<file path="config.mk">
export PLATFORM = sky130hd
export DESIGN_NAME = simon_serial_ctrl
export DESIGN_NICKNAME = d
export VERILOG_FILES = /design/src/rtl/simon_pkg.sv /design/src/rtl/simon_piso_sipo.sv /design/src/rtl/simon_serial_ctrl.sv
export SDC_FILE = /design/constraint.sdc
export NUM_CORES = 1
export LEC_CHECK = 0
export CAP_MARGIN = 5
export CORE_ASPECT_RATIO = 0.6
export CORE_MARGIN = 2
export CORE_UTILIZATION = 42
export DETAILED_ROUTE_END_ITERATION = 6
export GPL_TIMING_DRIVEN = 0
export PLACE_DENSITY = 0.83
export SYNTH_ARGS = -nofsm -noshare
export SYNTH_HDL_FRONTEND = slang
export SYNTH_SLANG_ARGS = --single-unit
</file>
<file path="constraint.sdc">
create_clock -name clk -period 19.46 [get_ports clk]
set_clock_uncertainty 0.05 [all_clocks]
set_input_delay 4.865 -clock clk [delete_from_list [all_inputs] [get_ports clk]]
set_output_delay 4.865 -clock clk [all_outputs]
set_load 0.005 [all_outputs]
</file>
<file path="src/rtl/simon_pkg.sv">
// Shared types and constants for the SIMON bit-serial core controller.
package simon_pkg;

  typedef enum logic [2:0] {
    ST_IDLE,
    ST_LOAD_KEY,
    ST_LOAD_PT,
    ST_RUN,
    ST_UNLOAD,
    ST_HOLD
  } state_t;

  localparam logic [1:0] MODE_IDLE = 2'b00;
  localparam logic [1:0] MODE_PT   = 2'b01;
  localparam logic [1:0] MODE_KEY  = 2'b10;
  localparam logic [1:0] MODE_RUN  = 2'b11;

  localparam int DEF_BLOCK_W = 128;
  localparam int DEF_KEY_W   = 128;
  localparam int DEF_TIMEOUT = 8191;

endpackage

</file>
<file path="src/rtl/simon_piso_sipo.sv">
// Shift register shared by the key, plaintext and ciphertext paths: parallel
// load, right shift with serial input entering at the MSB.
module simon_piso_sipo #(
  parameter int DATA_W = 128
) (
  input  logic              clk,
  input  logic              load,
  input  logic [DATA_W-1:0] load_data,
  input  logic              shift,
  input  logic              serial_in,
  output logic [DATA_W-1:0] data
);

  always_ff @(posedge clk) begin
    if (load) begin
      data <= load_data;
    end else if (shift) begin
      data <= {serial_in, data[DATA_W-1:1]};
    end
  end

endmodule

</file>
<file path="src/rtl/simon_serial_ctrl.sv">
// Feeds key and plaintext bit-serially into a SIMON core, collects the serial
// ciphertext and presents it on a valid/ready port, with a RUN-phase watchdog.
module simon_serial_ctrl #(
  parameter int BLOCK_W = simon_pkg::DEF_BLOCK_W,
  parameter int KEY_W   = simon_pkg::DEF_KEY_W,
  parameter int TIMEOUT = simon_pkg::DEF_TIMEOUT
) (
  input  logic               clk,
  input  logic               reset,
  input  logic               key_valid,
  output logic               key_ready,
  input  logic [KEY_W-1:0]   key,
  input  logic               in_valid,
  output logic               in_ready,
  input  logic [BLOCK_W-1:0] in_block,
  output logic               out_valid,
  input  logic               out_ready,
  output logic [BLOCK_W-1:0] out_block,
  output logic               busy,
  output logic               err,
  output logic               core_data_in,
  output logic [1:0]         core_data_rdy,
  output logic               core_debug,
  input  logic               core_cipher_out,
  input  logic               core_valid
);
  import simon_pkg::*;

  localparam int SR_W  = (BLOCK_W > KEY_W) ? BLOCK_W : KEY_W;
  localparam int CNT_W = $clog2(SR_W) + 1;
  localparam int RUN_W = $clog2(TIMEOUT + 1);
  localparam logic [CNT_W-1:0] KEY_LAST    = CNT_W'(KEY_W - 1);
  localparam logic [CNT_W-1:0] PT_LAST     = CNT_W'(BLOCK_W - 1);
  localparam logic [CNT_W-1:0] UNLOAD_LAST = CNT_W'(BLOCK_W - 2);
  localparam logic [RUN_W-1:0] RUN_LAST    = RUN_W'(TIMEOUT - 1);

  state_t             state, state_n;
  logic [CNT_W-1:0]   cnt, cnt_n;
  logic [RUN_W-1:0]   run_cnt, run_cnt_n;
  logic               key_loaded, key_loaded_n;
  logic               err_n, data_in_n;
  logic [1:0]         mode_n;
  logic [BLOCK_W-1:0] out_block_n;
  logic               sr_load, sr_shift, sr_sin;
  logic [SR_W-1:0]    sr_ldata, sr, key_ext, pt_ext;

  assign key_ext    = SR_W'(key);
  assign pt_ext     = SR_W'(in_block);
  assign core_debug = 1'b0;

  // The register holds the bits still to be sent; the bit on the wire lives in
  // core_data_in, so a load stores the word already shifted by one.
  simon_piso_sipo #(.DATA_W(SR_W)) u_sr (
    .clk       (clk),
    .load      (sr_load),
    .load_data (sr_ldata),
    .shift     (sr_shift),
    .serial_in (sr_sin),
    .data      (sr)
  );

  always_comb begin
    state_n      = state;
    cnt_n        = cnt;
    run_cnt_n    = run_cnt;
    key_loaded_n = key_loaded;
    err_n        = 1'b0;
    mode_n       = core_data_rdy;
    data_in_n    = 1'b0;
    out_block_n  = out_block;
    sr_load      = 1'b0;
    sr_ldata     = '0;
    sr_shift     = 1'b0;
    sr_sin       = 1'b0;
    case (state)
      ST_IDLE: begin
        mode_n = MODE_IDLE;
        if (key_valid && key_ready) begin
          sr_load   = 1'b1;
          sr_ldata  = {1'b0, key_ext[SR_W-1:1]};
          data_in_n = key_ext[0];
          cnt_n     = '0;
          mode_n    = MODE_KEY;
          state_n   = ST_LOAD_KEY;
        end else if (in_valid && in_ready) begin
          if (key_loaded) begin
            sr_load   = 1'b1;
            sr_ldata  = {1'b0, pt_ext[SR_W-1:1]};
            data_in_n = pt_ext[0];
            cnt_n     = '0;
            mode_n    = MODE_PT;
            state_n   = ST_LOAD_PT;
          end else begin
            err_n = 1'b1;
          end
        end
      end
      ST_LOAD_KEY: begin
        if (cnt == KEY_LAST) begin
          key_loaded_n = 1'b1;
          mode_n       = MODE_IDLE;
          state_n      = ST_IDLE;
        end else begin
          sr_shift  = 1'b1;
          data_in_n = sr[0];
          cnt_n     = cnt + 1'b1;
        end
      end
      ST_LOAD_PT: begin
        if (cnt == PT_LAST) begin
          cnt_n     = '0;
          run_cnt_n = '0;
          mode_n    = MODE_RUN;
          state_n   = ST_RUN;
        end else begin
          sr_shift  = 1'b1;
          data_in_n = sr[0];
          cnt_n     = cnt + 1'b1;
        end
      end
      ST_RUN: begin
        if (core_valid) begin
          sr_shift = 1'b1;
          sr_sin   = core_cipher_out;
          cnt_n    = '0;
          state_n  = ST_UNLOAD;
        end else if (run_cnt == RUN_LAST) begin
          err_n        = 1'b1;
          key_loaded_n = 1'b0;
          mode_n       = MODE_IDLE;
          state_n      = ST_IDLE;
        end else begin
          run_cnt_n = run_cnt + 1'b1;
        end
      end
      ST_UNLOAD: begin
        sr_shift = 1'b1;
        sr_sin   = core_cipher_out;
        if (cnt == UNLOAD_LAST) begin
          out_block_n = {core_cipher_out, sr[SR_W-1 -: BLOCK_W-1]};
          mode_n      = MODE_IDLE;
          state_n     = ST_HOLD;
        end else begin
          cnt_n = cnt + 1'b1;
        end
      end
      ST_HOLD: begin
        if (out_ready) begin
          state_n = ST_IDLE;
        end
      end
      default: begin
        mode_n  = MODE_IDLE;
        state_n = ST_IDLE;
      end
    endcase
  end

  always_ff @(posedge clk or negedge reset) begin
    if (!reset) begin
      state         <= ST_IDLE;
      cnt           <= '0;
      run_cnt       <= '0;
      key_loaded    <= 1'b0;
      err           <= 1'b0;
      core_data_rdy <= MODE_IDLE;
      core_data_in  <= 1'b0;
      out_block     <= '0;
      out_valid     <= 1'b0;
      busy          <= 1'b0;
      key_ready     <= 1'b0;
      in_ready      <= 1'b0;
    end else begin
      state         <= state_n;
      cnt           <= cnt_n;
      run_cnt       <= run_cnt_n;
      key_loaded    <= key_loaded_n;
      err           <= err_n;
      core_data_rdy <= mode_n;
      core_data_in  <= data_in_n;
      out_block     <= out_block_n;
      out_valid     <= (state_n == ST_HOLD);
      busy          <= (state_n != ST_IDLE);
      key_ready     <= (state_n == ST_IDLE);
      in_ready      <= (state_n == ST_IDLE);
    end
  end

endmodule
</file>
# Word-level counts from Yosys, hierarchy flattened
# Index checks and enable logic that the tools add are counted.
# Widths: inputs -> output; s select.
[word_totals] register_bits=288 latchBits=0 ram_bits=0 romBits=0 inputBits=263 output_inout_bits=137 word_cells=111 mem_count=0
[op_classes] n_addsub=2 n_mul=0 div=0 n_lt_le_gt_ge=0 n_eq_ne=20 shift=0 mux=61 bitwise=1 reduce_logical=15
[ops] op="$mux 127" count=4
[ops] op="$mux 128" count=2
[ops] op="$mux 8" count=7
[ops] op="$pmux 8 s5" count=1
[ops] op="$mux 13" count=3
[ops] op="$mux 3" count=9
[ops] op="$pmux 13 s2" count=1
[ops] op="$mux 1" count=21
[ops] op="$ne 2x2->1 const B" count=9
[ops] op="$pmux 3 s6" count=1
[ops] op="$eq 8x7->1 const B" count=2
[ops] op="$add 13x1->13 const B" count=1
[ops] op="$eq 13x13->1 const B" count=1
[ops] op="$mux 2" count=6
[ops] op="$pmux 2 s6" count=1
[ops] op="$reduce_and 6->1" count=2
[ops] op="$eq 3x3->1 const B" count=3
[ops] op="$add 8x1->8 const B" count=1
[ops] op="$pmux 1 s2" count=4
[ops] op="$reduce_and 4->1" count=2
[ops] op="$eq 3x2->1 const B" count=2
[ops] op="$logic_not 3->1" count=2
[ops] op="$ne 3x3->1 const B" count=2
[ops] op="$reduce_bool 2->1" count=3
[ops] op="other kinds (8)" count=9

# Longest topological paths before layout
# Gate-level depths: netlist of run 1.
[depth] ltp_word=5 ltp_mapped=8 ltp_nobuf=7

# Cells and area by module
# Synthesis of run 1 repeated with hierarchy kept, for this count alone.
[unflattened] hier_cells=1181 hier_area_um2=13462.9
[by_module_without_submodules] module="simon_serial_ctrl" n_inst=1 cells_each=910 area_per_inst_um2=8020.2 seq_area_each_um2=4003.8
[by_module_without_submodules] module="simon_piso_sipo" n_inst=1 cells_each=271 area_per_inst_um2=5442.7 seq_area_each_um2=3843.7

# Least setup slack after synthesis of run 1
# OpenSTA, ideal clock, no wires.
[synth_timing] path_kind="input-to-reg" from="in core_valid" to="reg u_sr.data[0], enable pin" setup_ns=0.669 arrival_ns=11.650 required_time_ns=18.741 slack_ns=7.091 cell_stages=4 n_path_buf=0 path_cell_list="nand2b_1 > o311a_1 > a31oi_1 > o221ai_1"
[synth_between] elab_chain_cells=3
[synth_lines] element="start: declaration" line_no="simon_serial_ctrl.sv:25" text="input logic core_valid"
[synth_lines] element="$mux 1" line_no="simon_serial_ctrl.sv:122" text="if (core_valid) begin"
[synth_lines] element="$pmux 1 s3" line_no="simon_serial_ctrl.sv:75" text="case (state)"
[synth_lines] element="$reduce_bool 2->1 (no source line)"
[synth_lines] element="end signal: assignment" line_no="simon_piso_sipo.sv:16" text="data <= load_data;"
[synth_lines] element="end signal: assignment" line_no="simon_piso_sipo.sv:18" text="data <= {serial_in, data[DATA_W-1:1]};"
[synth_lines] element="end: declaration" line_no="simon_piso_sipo.sv:11" text="output logic [DATA_W-1:0] data"
# Every way passes these cells.
# A chain may end at the register's enable or synchronous reset.

# Worst setup path after layout of run 1
[layout_timing] from="in key_valid" to="reg u_sr.data[125] (data pin)"
[layout_between] elab_chain_cells=4 word_cells_on_any_way=6 classes_between="mux (5); reduce/logical (1)"
[layout_lines] element="start: declaration" line_no="simon_serial_ctrl.sv:10" text="input logic key_valid,"
[layout_lines] element="$logic_and 1x1->1 *" line_no="simon_serial_ctrl.sv:78" text="if (key_valid && key_ready) begin"
[layout_lines] element="$mux 127 / $mux 1 (equally long branches)" line_no="simon_serial_ctrl.sv:78"
[layout_lines] element="$mux 127 / $mux 1 (equally long branches)" line_no="simon_serial_ctrl.sv:75"
[layout_lines] element="$mux 128 *" line_no="simon_piso_sipo.sv:15" text="if (load) begin"
# Mark *: on every way between the ends. The rest lies on a longest branch, timed or not.

==> flow_metrics.env, run 1 <==
export IMPL_grt_pass1_vias=10400
export IMPL_areaGrowthSynthToFinish_pct=42.9
export IMPL_clk_pin_slew_ns=0.06
export IMPL_drc_errors=0
export IMPL_ant_nets=0
export IMPL_synth_warnings=0
export IMPL_ys_seq_elements=288
export IMPL_cts_tree="built"
export IMPL_synth_cell_type_count=53
export IMPL_syn_inst=1047
export IMPL_grt_start_max_net_pins=96
export IMPL_holdWs_ns=0.456
export IMPL_finalCritPeriodShare=0.419
export IMPL_slowest_stage="clkbuf_1"
export IMPL_grt_ovfl_total=0
export IMPL_ys_seq_area_frac=0.596
export IMPL_crit_fanout=10
export IMPL_gp_congestion=0.881
export IMPL_netlist_area_mm2=0.0132
export IMPL_chipWidth_um=233
export IMPL_cp_common_cell="clkbuf_1"
export IMPL_hold_path_class="reg -> reg"
export IMPL_die_y_um=141
export IMPL_htreeDepth=1
export IMPL_relSlewSlack=0.0855
export IMPL_synth_ff_type="dfrtp_1"
export IMPL_grt_usage=0.239
export IMPL_dpl_hpwl_mm=29.9
export IMPL_fin_nets=1749
export IMPL_crit_chain="clkdlybuf4s50_1, and2_1, clkbuf_1, a31oi_1, nor2_1, clkbuf_1, buf_2, buf_1, a21oi_1"
export IMPL_finalMaxSlewViolations=0
export IMPL_p_leak_nw=7.78
export IMPL_dieArea_mm2=0.0329
export IMPL_start_util=0.425
export IMPL_critPathArrivalTime_ns=8.35
export IMPL_finalSetupViolCount=0
export IMPL_cts_made_buffers=28
export IMPL_avgSynthCellArea_um2=12.6
export IMPL_start_kind="primary input"
export IMPL_antenna_found_initial=5
export IMPL_routedWlPerCell_um=21.1
export IMPL_async_flop_share=0.556
export IMPL_hold_violations=0
export IMPL_powerDensity_mw_per_mm2=99.8
export IMPL_vias=10400
export IMPL_rsz0062_at_grt="no"
export IMPL_drv_cap=0
export IMPL_setup_tns_ns=0
export IMPL_required_ns=19.66
export IMPL_portBuffers=398
export IMPL_worst_slew_pin_slew_ns=1.37
export IMPL_fp_row_count=50
export IMPL_crit_type="in -> reg"
export IMPL_wl_mm=40.6
export IMPL_ctsHoldBuffers=0
export IMPL_total_power_mw=1.88
export IMPL_clock_latency_ns=0.55
export IMPL_viasPerCell=5.43
export IMPL_drt_iter0_drc=792
export IMPL_synth_edf_count=128
export IMPL_post_cts_resized=0
export IMPL_dr_pass1_iters=5
export IMPL_syn_nets=1314
export IMPL_finalCriticalPeriod_ns=8.15
export IMPL_slowest_delay_ns=0.83
export IMPL_cts_root_buf="clkbuf_16"
export IMPL_layout_commonest_cell="clkdlybuf4s50_1"
export IMPL_final_cell_mix="clkdlybuf4s50_1 (397), dfrtp_1 (160), nor2_1 (145)"
export IMPL_cts_buffer_depth=3
export IMPL_io_pins=400
export IMPL_drive_gt1_frac=0.136
export IMPL_core_area_mm2=0.0310
export IMPL_nFillCells=2429
export IMPL_cts_setup_buffers=0
export IMPL_timing_fmax_mhz=123
export IMPL_ir_drop_uv=75.3
export IMPL_grt_pass1_wl_mm=60.3
export IMPL_endpoint_kind="flop"
export IMPL_status="finished clean"
export IMPL_numClockSinks=288
[logic make-up (layout without fill, tap and decap cells)]
kind of cell | after synthesis | in the layout | synth area share
XOR/XNOR | 10 | 10 | 0.00665
AO/OA/AOI/OAI | 303 | 303 | 0.146
adder cells (fa/ha/maj) | 4 | 4 | 0.00380
other | 1 | 5 | 0.000285
buffers and inverters | 93 | 550 | 0.0347
multiplexers | 130 | 130 | 0.139
AND/OR/NAND/NOR | 218 | 218 | 0.0731
flip-flops | 288 | 288 | 0.596
[path summary, 6_finish.rpt]
kind | slack (ns) | cells after the start | end | startpoint
max | 11.31 | 9 | u_sr.data[125] | key_valid
min | 0.46 | 1 | out_block[1] | out_block[1]
max reg2reg | 15.62 | 8 | u_sr.data[125] | in_ready
min reg2reg | 0.46 | 1 | out_block[1] | out_block[1]
max in group asynchronous | 14.21 | 2 | out_block[59] | reset
min in group asynchronous | 4.21 | 1 | out_block[5] | reset
[registers in the layout (all words and copies together) (netlist names), 2 cells and up]
signal and flops:
cnt 8, run_cnt 13, state 3, u_sr.data 128, out_block 128, core_data_rdy 2
[report_power, final]
part	internal, mW	total (mW)	switching, mW
Sequential	0.854	0.944	0.0898
Clock	0.322	0.558	0.236
Combinational	0.178	0.377	0.199
Total	1.35	1.88	0.525
[layer usage]
layer / GRT usage / part of all wire
met5: 0 / 0
met4: 0.0664 / 0.021
met3: 0.0558 / 0.076
met2: 0.373 / 0.46
met1: 0.336 / 0.44
[synth_stat cells, drive strengths merged (5+ instances only)]
cell      n  share of area
buf      30          0.017
nor2    145          0.041
o21ai    12         0.0046
nor3     11         0.0042
nand2    16         0.0046
and3      5         0.0024
mux2    129           0.14
edfxtp  128           0.29
nand4     7         0.0033
a22oi   128          0.073
dfrtp   160           0.30
nand3    12         0.0046
a21oi   133          0.051
inv       9         0.0026
xnor2     9         0.0060
clkbuf   54          0.015
[cell type report]
type,count,area (um2),share of cell area
Multi-Input combinational cell,666,4890,0.260
Antenna cell,4,10.0,0.000531
Clock buffer,35,778,0.0413
Timing Repair Buffer,405,4170,0.222
Sequential cell,288,7850,0.417
Buffer,84,424,0.0225
Clock inverter,17,159,0.00844
Inverter,9,33.8,0.00179
Tap cell,416,520,0.0276
[through the flow]
step / setup WS [ns] / cells / util / cell area (um2)
3_3_place_gp: 2.98 / 1861 / 0.570 / 17700
6_report: 11.31 / 1924 / 0.607 / 18800
5_1_grt: 11.25 / 1924 / 0.607 / 18800
3_5_place_dp: 10.95 / 1868 / 0.577 / 17900
4_1_cts: 11.53 / 1920 / 0.607 / 18800
2_1_floorplan: 7.09 / 1047 / - / 13200
[critical path: cells and delay by family]
kind / cells / cell delay, ns
simple gates: 2 / 0.30
compound gates: 2 / 0.41
buf+inv: 5 / 2.76
No activity file was read; power rests on OpenSTA's default activity.
==> inputs of run 2 (changes only) <==
--- a/config.mk
+++ b/config.mk
@@ -11,7 +11,7 @@
 export CORE_UTILIZATION = 42
 export DETAILED_ROUTE_END_ITERATION = 6
 export GPL_TIMING_DRIVEN = 0
-export PLACE_DENSITY = 0.83
+export PLACE_DENSITY = 0.86
 export SYNTH_ARGS = -nofsm -noshare
 export SYNTH_HDL_FRONTEND = slang
 export SYNTH_SLANG_ARGS = --single-unit
==> constraint.sdc (replaced) <==
create_clock -name clk -period 6.7 [get_ports clk]
set_clock_uncertainty 0.05 [all_clocks]
set_input_delay 1.675 -clock clk [delete_from_list [all_inputs] [get_ports clk]]
set_output_delay 1.675 -clock clk [all_outputs]
set_load 0.005 [all_outputs]
==> run 2 against run 1 <==
Critical path depth did not move. Global-route usage rose by 1.3 points. Combinational power rose to 2.9 times the previous value. Non-clock buffer count fell by 1. Via count rose by 2.1%. Flip-flop and latch count did not move. Final cell count fell by 0.10%. Setup slack got worse by 9.4 ns.
==> flow_metrics.env, run 2 (synthesis gave the netlist of run 1 again) <==
export IMPL_timing_fmax_mhz=209
export IMPL_io_pins=400
export IMPL_r2r_cells=8
export IMPL_drive_gt1_frac=0.132
export IMPL_reg2reg_to="u_sr.data[126]"
export IMPL_grt_pass1_vias=10700
export IMPL_ir_drop_uv=178
export IMPL_ant_nets=0
export IMPL_grt_ovfl_total=0
export IMPL_areaGrowthSynthToFinish_pct=42.4
export IMPL_total_power_mw=5.42
export IMPL_endpoint_kind="flop"
export IMPL_nFillCells=2414
export IMPL_top_regs="out_block: 128 flops, u_sr.data: 128 flops, run_cnt: 13 flops"
export IMPL_dieArea_mm2=0.0329
export IMPL_relSlewSlack=0.176
export IMPL_cts_made_buffers=28
export IMPL_utilization=0.605
export IMPL_finalCriticalPeriod_ns=4.77
export IMPL_crit_fanout=10
export IMPL_drt_iter0_drc=892
export IMPL_die_y_um=141
export IMPL_dpl_hpwl_mm=31.3
export IMPL_drv_cap=0
export IMPL_endpoint="u_sr.data[126]"
export IMPL_final_cell_mix="clkdlybuf4s50_1 (397), dfrtp_1 (160), nor2_1 (145)"
export IMPL_reg2reg_slack_ns=3.09
export IMPL_start_util=0.425
export IMPL_hold_path_class="reg -> reg"
export IMPL_hold_violations=0
export IMPL_cts_setup_buffers=0
export IMPL_rsz0062_at_grt="no"
export IMPL_cts_buffer_depth=3
export IMPL_start_kind="primary input"
export IMPL_setup_tns_ns=0
export IMPL_htreeDepth=1
export IMPL_critPathArrivalTime_ns=4.97
export IMPL_status="finished clean"
export IMPL_post_place_ws_ns=1.34
export IMPL_routedWlPerCell_um=22.1
export IMPL_finalSetupViolCount=0
export IMPL_finalMaxSlewViolations=0
export IMPL_layout_commonest_cell="clkdlybuf4s50_1"
export IMPL_crit_type="in -> reg"
export IMPL_clk_pin_slew_ns=0.07
export IMPL_fin_cells=1922
export IMPL_wl_mm=42.4
export IMPL_dr_pass1_iters=5
export IMPL_worstSetupStartpoint="key_valid"
export IMPL_core_area_mm2=0.0310
export IMPL_post_cts_resized=0
export IMPL_ctsHoldBuffers=0
export IMPL_dp_cells=1867
export IMPL_wl_met1_mm=17.3
export IMPL_vias=10700
export IMPL_fp_row_count=50
export IMPL_gp_congestion=0.902
export IMPL_chipWidth_um=233
export IMPL_grt_start_max_net_pins=82
export IMPL_fin_nets=1748
export IMPL_setup_slack_ns=1.93
export IMPL_viasPerCell=5.55
export IMPL_cts_root_buf="clkbuf_16"
export IMPL_portBuffers=398
export IMPL_finalCritPeriodShare=0.713
export IMPL_worst_slew_pin_slew_ns=1.24
export IMPL_numClockSinks=288
export IMPL_reg2reg_from="in_ready"
export IMPL_clock_latency_ns=0.55
export IMPL_dr_wl_met2_mm=20.1
export IMPL_required_ns=6.90
export IMPL_placed_area_mm2=0.0178
export IMPL_grt_pass1_wl_mm=62.5
export IMPL_drc_errors=0
export IMPL_wl_met3_mm=3.68
export IMPL_powerDensity_mw_per_mm2=289
export IMPL_antenna_found_initial=5
export IMPL_cts_tree="built"
export IMPL_p_leak_nw=7.73
export IMPL_final_area_mm2=0.0188
export IMPL_holdWs_ns=0.456
export IMPL_routed_top_layer="met4"
export IMPL_grt_usage=0.252
-- run 2: layout make-up --
class                      count  area [um2]  share of cell area
antenna                        3        7.51            0.000400
buffer                        84         424              0.0226
clock buffer                  43         807              0.0430
clock inverter                 9         111             0.00593
inverter                       9        33.8             0.00180
multi-input combinational    666        4890               0.261
sequential                   288        7850               0.418
tap                          416         520              0.0277
timing repair buffer         404        4120               0.220
-- run 2: layer usage --
metal,global-route usage,vias to the layer above
met1,0.332,5308
met4,0.0925,0
met5,0,-
met3,0.0611,66
met2,0.406,501
li1,-,4789
-- run 2: how the worst min path moves through the flow --
stage / startpoint / end / slack, ns / depth (start not counted)
2_1_floorplan: key_loaded / err / 0.42 / 1
3_3_place_gp: u_sr.data[86] / out_block[85] / 0.44 / 1
3_5_place_dp: out_block[59] / out_block[59] / 0.44 / 1
4_1_cts: out_block[14] / out_block[14] / 0.46 / 1
5_1_grt: u_sr.data[33] / out_block[32] / 0.47 / 1
6_report: u_sr.data[45] / out_block[44] / 0.46 / 1
-- run 2: critical path: stages --
cell and delay, ns:
clkdlybuf4s50_1 0.50, and2_1 0.13, clkbuf_1 0.35, a31oi_1 0.20, nor2_1 0.20, clkbuf_1 0.69, buf_2 0.46, buf_1 0.53
a21oi_1 0.22
-- run 2: power by group --
part | switching, mW | total [mW] | internal [mW]
Combinational | 0.588 | 1.09 | 0.501
Sequential | 0.262 | 2.74 | 2.48
Clock | 0.684 | 1.59 | 0.909
==> inputs of run 3 (changes only) <==
--- a/config.mk
+++ b/config.mk
@@ -11,7 +11,7 @@
 export CORE_UTILIZATION = 42
 export DETAILED_ROUTE_END_ITERATION = 6
 export GPL_TIMING_DRIVEN = 0
-export PLACE_DENSITY = 0.86
+export PLACE_DENSITY = 0.83
 export SYNTH_ARGS = -nofsm -noshare
 export SYNTH_HDL_FRONTEND = slang
 export SYNTH_SLANG_ARGS = --single-unit
==> constraint.sdc (replaced) <==
create_clock -name clk -period 4.9 [get_ports clk]
set_clock_uncertainty 0.05 [all_clocks]
set_input_delay 1.225 -clock clk [delete_from_list [all_inputs] [get_ports clk]]
set_output_delay 1.225 -clock clk [all_outputs]
set_load 0.005 [all_outputs]
==> run 3 against run 2 <==
Routed wire length shrank 2.6%. Clock-buffer cell count shrank 12. Worst hold slack lost 0.0011 ns. Design area grew 0.15%. Register-to-register slack lost 2.0 ns. Global-route usage shrank 0.87 points. Die area is the same. Non-clock buffer count grew 1. Combinational power grew 37%. Critical path depth is the same. Sequential share of layout area shrank 0.061 points. Clock power grew 40%. Largest power group unchanged. Highest routed layer unchanged.
==> flow_metrics.env, run 3 (synthesis gave the netlist of run 1 again) <==
export IMPL_status="finished clean"
export IMPL_die_y_um=141
export IMPL_setup_slack_ns=0.428
export IMPL_crit_fanout=10
export IMPL_post_place_ws_ns=-0.174
export IMPL_drive_gt1_frac=0.139
export IMPL_crit_type="in -> reg"
export IMPL_ctsHoldBuffers=0
export IMPL_cts_setup_buffers=0
export IMPL_drc_errors=0
export IMPL_seq_area_mm2=0.00785
export IMPL_chipWidth_um=233
export IMPL_rsz0062_at_grt="no"
export IMPL_post_cts_resized=0
export IMPL_io_pins=400
export IMPL_worst_slew_pin_slew_ns=1.16
export IMPL_reg2reg_from="in_ready"
export IMPL_drt_iter0_drc=816
export IMPL_grt_start_max_net_pins=108
export IMPL_finalCritPeriodShare=0.913
export IMPL_dpl_hpwl_mm=30.7
export IMPL_critPathArrivalTime_ns=4.68
export IMPL_dp_cells=1868
export IMPL_dr_pass1_iters=5
export IMPL_gp_congestion=0.898
export IMPL_clock_latency_ns=0.55
export IMPL_viasPerCell=5.49
export IMPL_reg2reg_slack_ns=1.12
export IMPL_whs_endpoint="out_block[74]"
export IMPL_ir_drop_uv=236
export IMPL_core_area_mm2=0.0310
export IMPL_hold_violations=0
export IMPL_cts_root_buf="clkbuf_16"
export IMPL_fp_row_count=50
export IMPL_start_util=0.425
export IMPL_ant_nets=0
export IMPL_endpoint_kind="flop"
export IMPL_final_area_mm2=0.0188
export IMPL_cts_buffer_depth=3
export IMPL_start_kind="primary input"
export IMPL_holdWs_ns=0.455
export IMPL_fin_cells=1920
export IMPL_antenna_found_initial=4
export IMPL_hold_path_class="reg -> reg"
export IMPL_fin_nets=1748
export IMPL_numClockSinks=288
export IMPL_powerDensity_mw_per_mm2=397
export IMPL_relSlewSlack=0.225
export IMPL_holdCritStartpoint="u_sr.data[75]"
export IMPL_areaGrowthSynthToFinish_pct=42.6
export IMPL_clk_pin_slew_ns=0.07
export IMPL_cts_made_buffers=27
export IMPL_required_ns=5.11
export IMPL_utilization=0.606
export IMPL_portBuffers=398
export IMPL_htreeDepth=1
export IMPL_total_power_mw=7.46
export IMPL_p_leak_nw=7.75
export IMPL_grt_pass1_vias=10300
export IMPL_setup_tns_ns=0
export IMPL_grt_pass1_wl_mm=60.6
export IMPL_placed_area_mm2=0.0179
export IMPL_nFillCells=2401
export IMPL_multi_input_area_mm2=0.00489
export IMPL_grt_ovfl_total=0
export IMPL_dieArea_mm2=0.0329
export IMPL_hold_depth=1
export IMPL_wl_mm=41.3
export IMPL_finalMaxSlewViolations=0
export IMPL_top_regs="out_block: 128 flops, u_sr.data: 128 flops, run_cnt: 13 flops"
export IMPL_grt_usage=0.243
export IMPL_finalSetupViolCount=0
export IMPL_drv_cap=0
export IMPL_vias=10500
export IMPL_layout_commonest_cell="clkdlybuf4s50_1"
export IMPL_routedWlPerCell_um=21.5
export IMPL_cts_tree="built"
export IMPL_reg2reg_to="u_sr.data[119]"
export IMPL_timing_fmax_mhz=224
export IMPL_final_cell_mix="clkdlybuf4s50_1 (397), dfrtp_1 (160), nor2_1 (145)"
export IMPL_finalCriticalPeriod_ns=4.47
export IMPL_r2r_cells=8
==> run 3: cell count changes in the layout (fill, tap and decap cells not counted), moves of 2 or more <==
cell / change
bufinv_16: +2
clkbuf_8: -3
clkinv_2: +7
clkinv_1: -3
clkbuf_1: -8
clkinv_4: +2
==> run 3: worst max-delay path, cell delays in order <==
cell             delay, ns
clkdlybuf4s50_1       0.48
and2_1                0.12
clkbuf_1              0.50
a31oi_1               0.23
nor2_1                0.19
clkbuf_1              0.77
buf_2                 0.48
buf_1                 0.48
a21oi_1               0.19
==> run 3: where the power goes <==
| part | internal (mW) | leakage [nW] | total (mW) | switching, mW |
|---|---|---|---|---|
| logic | 0.687 | 3.76 | 1.49 | 0.802 |
| clock network | 1.26 | 0.451 | 2.23 | 0.967 |
| registers | 3.39 | 3.54 | 3.74 | 0.350 |
| total | 5.34 | 7.75 | 7.46 | 2.12 |
==> run 3: how the worst max path moves through the flow <==
| stage | depth (start not counted) | end | start | slack, ns |
|---|---|---|---|---|
| floorplan | 4 | u_sr.data[0] | core_valid | 0.64 |
| global placement | 1 | out_block[99] | reset | -4.37 |
| detailed placement | 9 | u_sr.data[119] | key_valid | -0.17 |
| CTS | 9 | u_sr.data[119] | key_valid | 0.39 |
| global route | 9 | u_sr.data[119] | key_valid | 0.22 |
| finish | 9 | u_sr.data[119] | key_valid | 0.43 |
==> run 3: layout make-up <==
type	instances	share of cell area
diodes	3	0.000399
plain buffers	84	0.0226
clock buffers	31	0.0378
clock inverters	18	0.0113
inverters	9	0.00180
multi-input cells	666	0.260
flip-flops and latches	288	0.418
well taps	416	0.0277
repair buffers	405	0.221
==> run 3: metal layers <==
layer / routed length (um) / global-route usage / share of wire
met1: 17200 / 0.326 / 0.42
met2: 19000 / 0.389 / 0.46
met3: 3890 / 0.0635 / 0.094
met4: 1180 / 0.0744 / 0.028
met5: 0 / 0 / 0
